[src/rtl/fetch_seq.sv]
// fetch_seq: multi-cycle fetch/execute sequencer for the RISC-V core.
// It owns the architectural PC and fetches each instruction over a
// request/grant/response handshake. It holds the instruction in EXEC until
// the datapath finishes, then either loads next_pc or stops the core on a
// halt or a misaligned target.
//
// Ports:
//   clk, rst                 clock; synchronous active-high reset
//   imem_req, imem_addr      fetch request and address (address is always pc)
//   imem_gnt                 memory accepted the request
//   imem_rvalid, imem_rdata  instruction response, honoured only in WAIT
//   instr, instr_valid       latched instruction; valid throughout EXEC
//   retire                   single-cycle pulse when an instruction completes
//   pc, next_pc              current PC out; next PC in, from pccalc
//   stall, halt              datapath busy; ECALL/EBREAK (sampled in EXEC only)
//   halted, misaligned       sticky stop flags
//   retire_count             number of retired instructions (wraps)
module fetch_seq #(
  parameter logic [31:0] RESET_PC = 32'h0000_0000
) (
  input  logic        clk,
  input  logic        rst,
  output logic        imem_req,
  output logic [31:0] imem_addr,
  input  logic        imem_gnt,
  input  logic        imem_rvalid,
  input  logic [31:0] imem_rdata,
  output logic [31:0] instr,
  output logic        instr_valid,
  output logic        retire,
  output logic [31:0] pc,
  input  logic [31:0] next_pc,
  input  logic        stall,
  input  logic        halt,
  output logic        halted,
  output logic        misaligned,
  output logic [31:0] retire_count
);

  typedef enum logic [2:0] {
    S_IDLE,
    S_FETCH,
    S_WAIT,
    S_EXEC,
    S_HALT
  } state_t;

  state_t      state_q, state_d;
  logic [31:0] pc_q, pc_d;
  logic [31:0] instr_q, instr_d;
  logic [31:0] count_q, count_d;
  logic        halted_q, halted_d;
  logic        misaligned_q, misaligned_d;
  logic        req_q, req_d;
  logic        valid_q, valid_d;
  logic        retire_w;

  // Next-state logic. The response is accepted only in WAIT, so any stray
  // rvalid (during FETCH, in the grant cycle, or after a reset abort) is
  // dropped here. A retiring instruction is always counted, even one that
  // faults on its target; pc moves only when the core keeps running.
  always_comb begin
    state_d      = state_q;
    pc_d         = pc_q;
    instr_d      = instr_q;
    count_d      = count_q;
    halted_d     = halted_q;
    misaligned_d = misaligned_q;
    retire_w     = 1'b0;

    case (state_q)
      S_IDLE:  state_d = S_FETCH;
      S_FETCH: if (imem_gnt) state_d = S_WAIT;
      S_WAIT: begin
        if (imem_rvalid) begin
          instr_d = imem_rdata;
          state_d = S_EXEC;
        end
      end
      S_EXEC: begin
        if (!stall) begin
          retire_w = 1'b1;
          count_d  = count_q + 32'd1;
          if (halt) begin
            halted_d = 1'b1;
            state_d  = S_HALT;
          end else if (next_pc[1:0] != 2'b00) begin
            halted_d     = 1'b1;
            misaligned_d = 1'b1;
            state_d      = S_HALT;
          end else begin
            pc_d    = next_pc;
            state_d = S_FETCH;
          end
        end
      end
      S_HALT:  state_d = S_HALT;
      default: state_d = S_IDLE;
    endcase

    // Request and valid are registered, derived from the state being entered.
    req_d   = (state_d == S_FETCH);
    valid_d = (state_d == S_EXEC);
  end

  // State and architectural registers, with synchronous reset.
  always_ff @(posedge clk) begin
    if (rst) begin
      state_q      <= S_IDLE;
      pc_q         <= RESET_PC;
      instr_q      <= 32'd0;
      count_q      <= 32'd0;
      halted_q     <= 1'b0;
      misaligned_q <= 1'b0;
      req_q        <= 1'b0;
      valid_q      <= 1'b0;
    end else begin
      state_q      <= state_d;
      pc_q         <= pc_d;
      instr_q      <= instr_d;
      count_q      <= count_d;
      halted_q     <= halted_d;
      misaligned_q <= misaligned_d;
      req_q        <= req_d;
      valid_q      <= valid_d;
    end
  end

  // Handshake outputs are forced idle while rst is asserted, so a reset
  // that is held before its first edge already quiets the bus.
  always_comb begin
    imem_req     = req_q & ~rst;
    instr_valid  = valid_q & ~rst;
    retire       = retire_w & ~rst;
    imem_addr    = pc_q;
    pc           = pc_q;
    instr        = instr_q;
    halted       = halted_q;
    misaligned   = misaligned_q;
    retire_count = count_q;
  end

endmodule
[config.mk]
export PLATFORM = sky130hd
export DESIGN_NAME = fetch_seq
export DESIGN_NICKNAME = d
export VERILOG_FILES = /design/src/rtl/fetch_seq.sv
export SDC_FILE = /design/constraint.sdc
export NUM_CORES = 1
export LEC_CHECK = 0
export CAP_MARGIN = 10
export CORE_ASPECT_RATIO = 0.7
export CORE_UTILIZATION = 45
export DETAILED_ROUTE_END_ITERATION = 6
export DONT_BUFFER_PORTS = 1
export HOLD_SLACK_MARGIN = 0.06
export RECOVER_POWER = 50
export SYNTH_ARGS = -nofsm -noshare
export SYNTH_HDL_FRONTEND = slang
export SYNTH_SLANG_ARGS = --single-unit
[constraint.sdc]
create_clock -name clk -period 2.7 [get_ports clk]
set_input_delay 0.54 -clock clk [delete_from_list [all_inputs] [get_ports clk]]
set_output_delay 0.54 -clock clk [all_outputs]
set_load 0.005 [all_outputs]
==> results.json <==
{
  "ff2ff_setup_slack_ps": 480,
  "antenna_found_initial": 1,
  "cp-end-kind": "flip-flop",
  "synth_top_area_share_pct": 48.1,
  "cts.repair.resized": 0,
  "cellPowerDensity_nw_per_um2": 642,
  "dr.first_iter.drc_count": 181,
  "clk_pin_slew_ps": 70,
  "max_freq_ghz": 0.450,
  "cts_tree": "built",
  "finalSetupViolCount": 0,
  "drt_wl_total_mm": 9.80,
  "drc": 0,
  "period_needed_ps": 2220,
  "ys_top_cells_by_count": "nand2_1 (140), dfxtp_1 (103), a21oi_1 (88)",
  "insertion_delay_ps": 340,
  "ys_ff_latch": 103,
  "post-route-period-util_pct": 82.3,
  "busiest_layer": "met2",
  "row_count": 29,
  "switching_power_w": 0.000595,
  "hold_viol": 0,
  "yosysSeqAreaShare_pct": 48.1,
  "grt_max_degree": 108,
  "ant_nets": 0,
  "die-area_um2": 9920,
  "die_h_um": 83.6,
  "grt_first_pass_wirelength_mm": 15.0,
  "clk_path_buf_depth": 2,
  "cts_setup_buffers": 0,
  "grt_pass1_vias": 3014,
  "syn_area_per_cell_um2": 8.04,
  "worstPathArrival_ps": 2440,
  "synthFlopType": "dfxtp_1",
  "skew_ps": 7.60,
  "use_met1_pct": 21.7,
  "hold_buffers": 0,
  "start_util_pct": 46.9,
  "ys_warn_count": 0,
  "max_cap_viol_count": 0,
  "clkPwrFrac_pct": 42.7,
  "yosys.cell_count.top_type": "nand2_1",
  "synthDistinctLibCells": 36,
  "hold_path_class": "in -> reg",
  "die_w_um": 119,
  "globalplace.congestion": 0.732,
  "portBuffers": 0,
  "path_class": "reg -> reg",
  "drt_pass1_iterations": 4,
  "worstSetupStartpointType": "flip-flop",
  "synth_top_cell_by_area": "dfxtp_1",
  "seqCellArea_um2": 2060,
  "cp.required_ps": 2920,
  "ir_drop_mv": 0.349,
  "multi_input_area_um2": 1810,
  "cts_sinks": 103,
  "cts_inserted_buffers": 9,
  "nFillCells": 894,
  "maxSlewViolCount": 0,
  "syn-num-nets": 604,
  "switching_share_pct": 21.2,
  "h-tree-depth": 3,
  "hold_depth": 1,
  "gr-total-overflow": 0,
  "synthCells": 533,
  "synth_edf_count": 0,
  "worstRegToRegCells": 4,
  "combPwrFrac_pct": 2.0,
  "p_total_w": 0.00281,
  "p_int_w": 0.00222,
  "path_max_fanout": 24,
  "p_leak_nw": 1.36,
  "gr-usage-met2_pct": 32.1,
  "seqPwrFrac_pct": 55.3,
  "status": "completed",
  "wl_per_cell_um": 16.0,
  "grt.met3_usage_pct": 8.33,
  "vias": 3421,
  "viasPerCell": 5.57,
  "rsz0062_at_grt": "no",
  "cts_root_buf": "clkbuf_16",
  "fp.coreArea_um2": 9140,
  "dp_hpwl_mm": 6.70,
  "maxSlewHeadroom_pct": 60.8,
  "synthTopCellsByArea": "dfxtp_1 (48%), nand2_1 (12%), a21oi_1 (10%)",
  "syn_area_um2": 4280,
  "nets": 555,
  "syn_to_final_growth_pct": 2.25,
  "finalSetupTns_ps": 0,
  "track_usage_pct": 19.2,
  "layout-drive-gt1-share_pct": 4.91,
  "worstMarginPinSlew_ps": 586,
  "async_flop_share_pct": 0,
  "ios": 203
}
## sequential cells by signal, indices dropped and copies added (netlist names)
name / cells
req_q: 1
valid_q: 1
state_q: 3
halted: 1
misaligned: 1
retire_count: 32
instr: 32
imem_addr: 32
## worst max-delay path, cell delays in order (launching register included)
cell and delay, ps:
dfxtp_1 500, nand4bb_1 210, or4_4 730, nor4_1 290, mux2_2 380
## kinds of logic after synthesis
| group | Yosys count | synth area share (%) |
|---|---|---|
| buffers and inverters | 73 | 9.61 |
| and+or+nand+nor | 230 | 25.1 |
| muxes | 1 | 0.263 |
| AOI/OAI and AO/OA | 115 | 14.5 |
| xor gates and xnor gates | 10 | 2.04 |
| DFF | 103 | 48.1 |
| adders and majority gates | 1 | 0.292 |
## power by group through the flow
stage / registers, W / logic (W) / clock network, W
detailed placement: 0.00159 / 0.0000578 / 0
global route: 0.00156 / 0.0000659 / 0.00130
finish: 0.00156 / 0.0000567 / 0.00120
CTS: 0.00156 / 0.0000578 / 0.00124
floorplan: 0.00158 / 0.0000721 / 0
global placement: 0.00159 / 0.0000554 / 0
## final cells by class
type | instances | share of cell area [%]
Sequential cell | 103 | 47.1
Multi-Input combinational cell | 357 | 41.4
Clock buffer | 12 | 5.63
Tap cell | 124 | 3.54
Timing Repair Buffer | 6 | 1.03
Clock inverter | 4 | 0.686
Inverter | 7 | 0.600
Antenna cell | 1 | 0.0571
## worst paths after layout
path                           from                       endpoint
min reg2reg  instr[27]$_SDFFE_PP0P_         instr[27]$_SDFFE_PP0P_
max reg2reg   state_q[1]$_SDFF_PP0_  retire_count[31]$_SDFFE_PP0P_
max           state_q[1]$_SDFF_PP0_  retire_count[31]$_SDFFE_PP0P_
min                             rst         instr[27]$_SDFFE_PP0P_
## stage by stage
| stage | setup WS [ps] | utilization (%) | hold slack, ps | std cells | cell area [um2] |
|---|---|---|---|---|---|
| 2_1_floorplan | 453 | - | 453 | 533 | 4280 |
| 3_3_place_gp | 461 | 44.9 | 457 | 597 | 4100 |
| 3_5_place_dp | 429 | 44.9 | 463 | 597 | 4100 |
| 4_1_cts | 483 | 47.9 | 254 | 613 | 4380 |
| 5_1_grt | 333 | 47.9 | 243 | 614 | 4380 |
| 6_report | 478 | 47.9 | 268 | 614 | 4380 |
## cells in the final DEF (no fill, tap or decap), types with 2 or more instances in the layout
master and instances:
or4_1 11, nand4bb_1 3, o21ai_0 10, nor4_1 4, a21oi_1 88, nand3_1 10, nor3b_1 3, xnor2_1 5
clkbuf_16 9, clkbuf_1 2, inv_1 7, nand4_1 8, buf_4 6, or3_1 10, o41ai_1 3, nor3_1 2
nor2_1 19, and3_1 5, dfxtp_1 103, nand2_1 140, and4_1 4, o31ai_1 11, xor2_1 5, nor2b_1 5
## metal layers
metal	up-vias	routed length, um
met1	1594	4160
met3	14	882
met2	128	4620
met5	-	0
li1	1685	-
met4	0	143
(Power assumes the default switching activity.)
